$ cat src/rtl/core_fetch_unit.sv
// Instruction-fetch front end: PC, DEPTH-entry prefetch queue and a pipelined
// request/grant read port with redirect flush and pause drain.
module core_fetch_unit #(
  parameter int ADDR_W  = 15,
  parameter int INSTR_W = 16,
  parameter int DEPTH   = 4,
  parameter logic [ADDR_W-1:0] RESET_ADDR = '0
) (
  input  logic                     i_clk,
  input  logic                     i_rst,
  input  logic                     i_isBooted,
  input  logic                     i_redirect,
  input  logic [ADDR_W-1:0]        i_redirectAddr,
  output logic                     o_memReq,
  output logic [ADDR_W-1:0]        o_memAddr,
  input  logic                     i_memGnt,
  input  logic                     i_memValid,
  input  logic [INSTR_W-1:0]       i_memData,
  output logic [INSTR_W-1:0]       o_instr,
  output logic [ADDR_W-1:0]        o_instrPc2,
  output logic                     o_instrValid,
  input  logic                     i_instrTake,
  input  logic                     i_pauseReq,
  output logic                     o_nowPaused,
  output logic [$clog2(DEPTH):0]   o_level
);

  localparam int PTR_W  = $clog2(DEPTH);
  localparam int LVL_W  = PTR_W + 1;
  localparam int OCC_W  = LVL_W + 1;
  // Back-to-back redirects can leave several queues' worth of stale reads in flight.
  localparam int DISC_W = LVL_W + 2;

  logic [ADDR_W-1:0]  pc_q, pc_d;
  logic [PTR_W-1:0]   rd_ptr_q, rd_ptr_d, wr_ptr_q, wr_ptr_d;
  logic [PTR_W-1:0]   tag_rd_q, tag_rd_d, tag_wr_q, tag_wr_d;
  logic [LVL_W-1:0]   level_q, level_d;
  logic [LVL_W-1:0]   outstanding_q, outstanding_d;
  logic [DISC_W-1:0]  discard_q, discard_d;

  logic [INSTR_W-1:0] instr_mem [DEPTH];
  logic [ADDR_W-1:0]  pc2_mem   [DEPTH];
  logic [ADDR_W-1:0]  tag_mem   [DEPTH];

  logic [OCC_W-1:0]   occupancy;
  logic               grant, kept, push, pop;

  // NOTE: every signal assigned in always_comb gets a value on entry, so no path can infer a latch.
  always_comb begin
    occupancy = {1'b0, level_q} + {1'b0, outstanding_q};
    o_memReq  = ~i_rst & i_isBooted & ~i_pauseReq & ~i_redirect
              & (occupancy < OCC_W'(DEPTH));
    grant     = o_memReq & i_memGnt;
    kept      = i_memValid & (discard_q == '0);
    push      = kept & ~i_redirect;
    pop       = i_instrTake & (level_q != '0) & ~i_redirect;
  end

  always_comb begin
    pc_d          = pc_q;
    rd_ptr_d      = rd_ptr_q;
    wr_ptr_d      = wr_ptr_q;
    tag_rd_d      = tag_rd_q;
    tag_wr_d      = tag_wr_q;
    level_d       = level_q;
    outstanding_d = outstanding_q;
    discard_d     = discard_q;

    if (i_redirect) begin
      rd_ptr_d      = '0;
      wr_ptr_d      = '0;
      tag_rd_d      = '0;
      tag_wr_d      = '0;
      level_d       = '0;
      outstanding_d = '0;
      // A response in this cycle retires one read, whether it was stale or live.
      discard_d     = discard_q + DISC_W'(outstanding_q) - DISC_W'(i_memValid);
    end else begin
      if (push) begin
        wr_ptr_d = wr_ptr_q + PTR_W'(1);
        tag_rd_d = tag_rd_q + PTR_W'(1);
      end
      if (pop)
        rd_ptr_d = rd_ptr_q + PTR_W'(1);
      if (grant)
        tag_wr_d = tag_wr_q + PTR_W'(1);
      level_d       = level_q + LVL_W'(push) - LVL_W'(pop);
      outstanding_d = outstanding_q + LVL_W'(grant) - LVL_W'(kept);
      if (i_memValid && discard_q != '0)
        discard_d = discard_q - DISC_W'(1);
    end

    if (!i_isBooted)
      pc_d = RESET_ADDR;
    else if (i_redirect)
      pc_d = i_redirectAddr;
    else if (grant)
      pc_d = pc_q + ADDR_W'(1);
  end

  // NOTE: sequential state uses non-blocking assignments so every flop samples pre-edge values.
  always_ff @(posedge i_clk or posedge i_rst) begin
    if (i_rst) begin
      pc_q          <= RESET_ADDR;
      rd_ptr_q      <= '0;
      wr_ptr_q      <= '0;
      tag_rd_q      <= '0;
      tag_wr_q      <= '0;
      level_q       <= '0;
      outstanding_q <= '0;
      discard_q     <= '0;
    end else begin
      pc_q          <= pc_d;
      rd_ptr_q      <= rd_ptr_d;
      wr_ptr_q      <= wr_ptr_d;
      tag_rd_q      <= tag_rd_d;
      tag_wr_q      <= tag_wr_d;
      level_q       <= level_d;
      outstanding_q <= outstanding_d;
      discard_q     <= discard_d;
    end
  end

  // NOTE: storage arrays carry no reset; the level count decides which entries are meaningful.
  always_ff @(posedge i_clk) begin
    if (push) begin
      instr_mem[wr_ptr_q] <= i_memData;
      pc2_mem[wr_ptr_q]   <= tag_mem[tag_rd_q];
    end
    if (grant)
      tag_mem[tag_wr_q] <= pc_q + ADDR_W'(1);
  end

  assign o_memAddr    = pc_q;
  assign o_level      = level_q;
  assign o_instrValid = (level_q != '0);
  assign o_instr      = o_instrValid ? instr_mem[rd_ptr_q] : '0;
  assign o_instrPc2   = o_instrValid ? pc2_mem[rd_ptr_q] : '0;
  assign o_nowPaused  = ~i_rst & i_pauseReq & (outstanding_q == '0) & (discard_q == '0);

endmodule

$ cat config.mk
export PLATFORM = sky130hd
export DESIGN_NAME = core_fetch_unit
export DESIGN_NICKNAME = d
export VERILOG_FILES = /design/src/rtl/core_fetch_unit.sv
export SDC_FILE = /design/constraint.sdc
export NUM_CORES = 1
export LEC_CHECK = 0
export CORE_ASPECT_RATIO = 1.4
export CORE_MARGIN = 2
export CORE_UTILIZATION = 50
export CTS_CLUSTER_DIAMETER = 40
export DETAILED_ROUTE_END_ITERATION = 7
export PLACE_DENSITY = 0.71
export SYNTH_ARGS = -nofsm -noshare
export SYNTH_HDL_FRONTEND = slang
export SYNTH_SLANG_ARGS = --single-unit
$ cat constraint.sdc
create_clock -name i_clk -period 3.7 [get_ports i_clk]
set_clock_uncertainty 0.15 [all_clocks]
set_input_delay 0.74 -clock i_clk [delete_from_list [all_inputs] [get_ports i_clk]]
set_output_delay 0.74 -clock i_clk [all_outputs]
set_load 0.1 [all_outputs]
==> run metrics, run 1 <==
WHS Path Cells=1; FF-to-FF End=outstanding_q[2]; die width=between 100 and 150 um; HP Start=discard_q[4]; CP Capture Type=output pin; PortBufs=90; IO Count=just over 90; EDFF count, synth=184; initial DRC count=243; CTS hold repair buffers=0; Main synth FF type=edfxtp_1; Die Y=165 um; Worst-Skew Late Latency=~490 ps; most frequent CP cell=buf_12; Hold Path Class=register to register; die area=19600 sq um; maximum VDD drop=465 uV; FFs w/ async S/R, synth=0.156; slowest stage delay, CP=about 760 ps; total CTS buffers=22; reg-to-reg startpoint=outstanding_q[1]; initial core utilization=0.513; Max Cap Viol=0; quantity of gates resized following cts=0; Crit Path Max Fanout=17; Reg2Reg Depth=11; dpl hpwl=about 11 mm; final WL=16.3 mm; Final Hold Fails=0; Seq/Total Area, Yosys=0.688; Hold Slack=between 300 and 400 ps; CTS clock-pin slew for the worst setup and hold paths=60 ps; CTS tree=built; reg2reg setup slack=around 660 ps; largest net degree at the start of global routing=36; DRT Pass-1 Iters=4; DR WL/cell=approximately 18 um; outcome=complete, no violations; Net Count, Synth=between 600 and 700; Final Max Slew Viols=0; crit share post-route=0.895; H-tree levels=1; mapped cell area=9260 sq um; Relative slew margins=0.306; critical path arrival=about 2400 ps; Synth Register Bits=around 220; worst-margin pin slew=approximately 1000 ps; crit path time final=3310 ps; std cell rows=58; top-area cell type share of the netlist area=0.597; Yosys top cell by area=edfxtp_1; Root Buffer=clkbuf_16; core region area=18100 sq um; RSZ-0062 raised after global routing=false; Worst Hold Path EP=discard_q[4]; YS warnings=0; total global routing overflow=0; vias in the first global route=5244; layout cells sized above 1=0.235; # DRC=0; CP Launch Type=register; cell breakdown of the critical path=buf_12, mux4_2, and2_1, buf_12; number of nets in the layout=between 700 and 800; vias per cell=between 5 and 6; setup TNS=0 ps; top cells by area, synth=edfxtp_1 60%, mux4_2 11%, dfrtp_1 9.2%; Synth Instances=546; LEAKAGE=just over 4 nW; DRT antenna net count=0; Tot GR Track Use=0.173; area of placed instances=approximately 11000 sq um; CTS Sinks=roughly 220; # fillers=about 1300; CP max-delay cell=dfrtp_2; final setup violation count=0; first-pass GRT wire length=26.7 mm; fmax=a little over 0.3 GHz; fin area=approximately 11000 sq um; critical setup path kind=register to output pin; synthesized area per cell=17.0 sq um; CP required=about 2800 ps; initial antenna violation count=0; ANT cells=0; clock buffer depth=3; gpl congestion=about 0.82; DR vias=4807; synth unique cells=40; pwr dens=around 670 nW/um^2; post-CTS setup buffers=0; area delta synth->final=23.5%
==> worst max-delay path by stage <==
stage	from	end
6_report	rd_ptr_q[0]	o_instr[8]
3_3_place_gp	i_rst	outstanding_q[2]
3_5_place_dp	i_rst	outstanding_q[2]
4_1_cts	rd_ptr_q[0]	o_instr[8]
5_1_grt	rd_ptr_q[0]	o_instr[14]
2_1_floorplan	o_level[1]	o_instrPc2[10]
==> report_power, final <==
part           internal, mW  total [mW]  leakage, nW  switching, mW
logic                  1.01        2.66         1.64           1.65
clock network          1.17        2.07        0.335          0.895
registers              2.75        2.88         2.11          0.130
==> cell usage after synthesis (2+ instances only) <==
| master | number |
|---|---|
| a21oi_1 | 17 |
| a31oi_1 | 2 |
| and2_1 | 40 |
| and3_1 | 6 |
| buf_2 | 10 |
| clkbuf_1 | 14 |
| dfrtp_1 | 34 |
| edfxtp_1 | 184 |
| fa_1 | 3 |
| ha_1 | 24 |
| inv_1 | 26 |
| inv_2 | 2 |
| mux4_2 | 46 |
| nand2_1 | 15 |
| nand3_1 | 11 |
| nand4_1 | 2 |
| nor2_1 | 22 |
| nor2b_1 | 3 |
| nor3_1 | 3 |
| nor3_4 | 2 |
| nor4b_1 | 2 |
| o21ai_0 | 20 |
| or3_1 | 2 |
| xnor2_1 | 22 |
| xor2_1 | 19 |
==> stage by stage <==
step           total power [mW]  utilization  setup WS [ps]  instances
2_1_floorplan              4.76            -           56.4        546
4_1_cts                    7.70        0.633            316        904
5_1_grt                    7.93        0.633            231        904
3_3_place_gp               5.58        0.595            294        865
3_5_place_dp               5.63        0.595            242        865
6_report                   7.62        0.633            387        904
==> sequential cells by signal, indices dropped and copies added (netlist names) <==
| register | count |
|---|---|
| rd_ptr_q | 2 |
| wr_ptr_q | 2 |
| discard_q | 5 |
| tag_rd_q | 2 |
| pc2_mem | 60 |
| instr_mem | 64 |
| tag_wr_q | 2 |
| o_level | 3 |
| tag_mem | 60 |
| outstanding_q | 3 |
| o_memAddr | 15 |
==> kinds of logic after synthesis <==
kind of cell / share of synthesized area
simple gates: 0.0713
xor+xnor: 0.0388
buf+inv: 0.0240
mux: 0.113
flops: 0.688
compound gates: 0.0255
fa+ha+maj: 0.0389
==> cell type report <==
class,count,area (sq um),share of cell area
clock buffers,27,601,0.0525
clock inverters,12,85.1,0.00744
inverters,28,105,0.00919
multi-input cells,274,2660,0.233
flip-flops and latches,218,6380,0.557
well taps,240,300,0.0262
repair buffers,105,1310,0.115
==> routing by layer <==
metal	part of all wire	wire length [um]	global-route usage
met5	0	0	0
met3	0.044	724	0.0269
met2	0.54	8760	0.329
met4	0.016	260	0.0438
met1	0.40	6550	0.206
==> worst max-delay path, delay by kind of cell, from the launching register on <==
| kind | cells | cell delay (ps) |
|---|---|---|
| multiplexers | 1 | 520 |
| AND/OR/NAND/NOR | 1 | 200 |
| flip-flops | 1 | 760 |
| buffers and inverters | 2 | 440 |
==> placed cells by master (no fill, tap or decap), drive strengths merged, types with 2 or more instances in the layout <==
master / synthesis / final
nor2: 22 / 22
nand4: 2 / 2
edfxtp: 184 / 184
clkinv: 0 / 6
a21oi: 17 / 17
dfrtp: 34 / 34
or3: 2 / 2
inv: 28 / 32
nand3: 12 / 12
nand2: 15 / 15
a31oi: 2 / 2
xnor2: 22 / 22
and2: 40 / 40
clkbuf: 14 / 27
ha: 24 / 24
mux4: 46 / 46
buf: 12 / 66
nor2b: 3 / 3
and4: 2 / 2
fa: 3 / 3
and3: 6 / 6
xor2: 19 / 19
clkdlybuf4s50: 0 / 39
nor4b: 2 / 2
o21ai: 20 / 20
clkinvlp: 0 / 2
nor3: 5 / 5
Note: power is estimated with default switching activity, not from simulation.
==> run 2: changes to the inputs <==
--- a/config.mk
+++ b/config.mk
@@ -5,9 +5,11 @@
 export SDC_FILE = /design/constraint.sdc
 export NUM_CORES = 1
 export LEC_CHECK = 0
+export ABC_CLOCK_PERIOD_IN_PS = 3700
 export CORE_ASPECT_RATIO = 1.4
 export CORE_MARGIN = 2
 export CORE_UTILIZATION = 50
+export CTS_BUF_LIST = sky130_fd_sc_hd__clkbuf_4 sky130_fd_sc_hd__clkbuf_8
 export CTS_CLUSTER_DIAMETER = 40
 export DETAILED_ROUTE_END_ITERATION = 7
 export PLACE_DENSITY = 0.71
==> run 2 against run 1 <==
Die area unchanged; core utilization is 0.26 points lower; combinational power hardly changed; worst setup slack worse by 62 ps; global-route usage about the same; critical path depth unchanged; fmax decreased by 1.8%; via count rose by 1.9%; largest power group unchanged.
==> run metrics, run 2 (same netlist as run 1, synthesis figures left out) <==
fin area=~11000 sq um; H-tree levels=1; highest-count cells in the layout ignoring fill and taps=184 x edfxtp_1, 46 x mux4_2, 40 x and2_1; Largest Register=instr_mem; CTS tree=built; vias per cell=about 5.3; initial DRC count=252; pwr dens=651 nW/um^2; Setup WS post-layout=roughly 330 ps; sw frac=0.354; clock buffer depth=3; crit share post-route=0.912; area delta synth->final=23.0%; max reg flops=64; ANT cells=0; final setup violation count=0; std cell rows=58; CP Launch Type=register; CTS Sinks=218; Power Internal=around 4.8 mW; Top Registers=instr_mem x64, pc2_mem x60, tag_mem x60; Final Hold Fails=0; Worst path top cell family by delay=flip-flops; fmax=roughly 0.3 GHz; DR WL/cell=roughly 18 um; CTS hold repair buffers=0; most frequent CP cell=buf_12; Switch Pwr=approximately 2.6 mW; critical path arrival=between 2000 and 2500 ps; clock share of power=0.253; vias in the first global route=between 5000 and 6000; outcome=complete, no violations; number of nets in the layout=around 720; post-CTS setup buffers=0; CP required=~2800 ps; maximum VDD drop=roughly 470 uV; core region area=18100 sq um; total global routing overflow=0; quantity of gates resized following cts=0; most common cell after layout, fill and taps aside=edfxtp_1; gpl congestion=around 0.82; RSZ-0062 raised after global routing=false; LEAKAGE=4.08 nW; critical setup path kind=register to output pin; Die Y=~170 um; CTS clock-pin slew for the worst setup and hold paths=roughly 70 ps; initial core utilization=0.513; Buffers & Inverters on Critical Path=2; CP max-delay cell=dfrtp_2; initial antenna violation count=0; Crit Path Max Fanout=17; # DRC=0; setup TNS=0 ps; die width=~120 um; DRT antenna net count=0; Root Buffer=clkbuf_8; cell breakdown of the critical path=buf_12, mux4_2, and2_1, buf_12; Worst-Skew Late Latency=around 540 ps; Tot GR Track Use=0.174; CP Capture Type=output pin; slowest stage delay, CP=roughly 760 ps; layout cells sized above 1=0.252; final WL=16.4 mm; IO Count=between 90 and 100; Reg power frac=0.389; worst-margin pin slew=between 1000 and 1500 ps; Hold Path Class=register to register; dpl hpwl=around 11 mm; Power Total=7.42 mW; Relative slew margins=0.294; DP Worst Slack=~240 ps; DR vias=4898; DRT Pass-1 Iters=4; PortBufs=90; first-pass GRT wire length=between 20 and 30 mm; crit path time final=3370 ps; largest net degree at the start of global routing=36; Comb power frac=0.359; total CTS buffers=31; Final Max Slew Viols=0; area of placed instances=approximately 11000 sq um; die area=between 15000 and 20000 sq um; Max Cap Viol=0
==> run 2: changes by cell type in the layout (fill, tap and decap cells not counted) <==
| cell | before | now |
|---|---|---|
| clkbuf_16 | 23 | 0 |
| clkbuf_1 | 3 | 0 |
| bufinv_16 | 0 | 1 |
| clkbuf_8 | 1 | 34 |
| inv_8 | 1 | 0 |
| clkinvlp_4 | 2 | 1 |
| clkinv_2 | 4 | 3 |
| inv_6 | 3 | 0 |
| clkbuf_4 | 0 | 11 |
| clkinv_1 | 1 | 7 |
==> run 2: cell type report <==
type / instances / area [sq um]
Clock inverter: 13 / 87.6
Fill cell: 1286 / 6680
Sequential cell: 218 / 6380
Multi-Input combinational cell: 274 / 2660
Inverter: 28 / 105
Clock buffer: 45 / 551
Timing Repair Buffer: 105 / 1310
Tap cell: 240 / 300
==> run 2: metrics by stage <==
stage	util	hold WS (ps)	std cells
floorplan	-	293	546
global placement	0.595	316	865
detailed placement	0.595	309	865
CTS	0.631	322	923
global route	0.631	337	923
finish	0.631	317	923
==> run 2: final timing paths <==
check | cells past startpoint | end | startpoint | slack [ps]
worst max-delay path | 4 | o_instr[8] | rd_ptr_q[0] | 330
worst min-delay path | 1 | discard_q[4] | discard_q[4] | 320
worst max register to register | 11 | outstanding_q[2] | o_level[1] | 670
worst min register to register | 1 | discard_q[4] | discard_q[4] | 320
max in group asynchronous | 3 | rd_ptr_q[0] | i_rst | 2520
min in group asynchronous | 3 | discard_q[0] | i_rst | 540
==> run 2: power by group through the flow <==
stage	sequential, mW	combinational (mW)	clock (mW)
floorplan	2.99	1.76	0
global placement	2.94	2.64	0
detailed placement	2.94	2.69	0
CTS	2.89	2.69	1.93
global route	2.91	2.81	2.03
finish	2.88	2.66	1.88
==> run 2: routing by layer <==
| metal | vias up | global-route usage | routed length (um) |
|---|---|---|---|
| li1 | 2278 | - | - |
| met1 | 2455 | 0.204 | 6570 |
| met2 | 135 | 0.325 | 8780 |
| met3 | 30 | 0.0283 | 757 |
| met4 | 0 | 0.0552 | 347 |
| met5 | - | 0 | 0 |
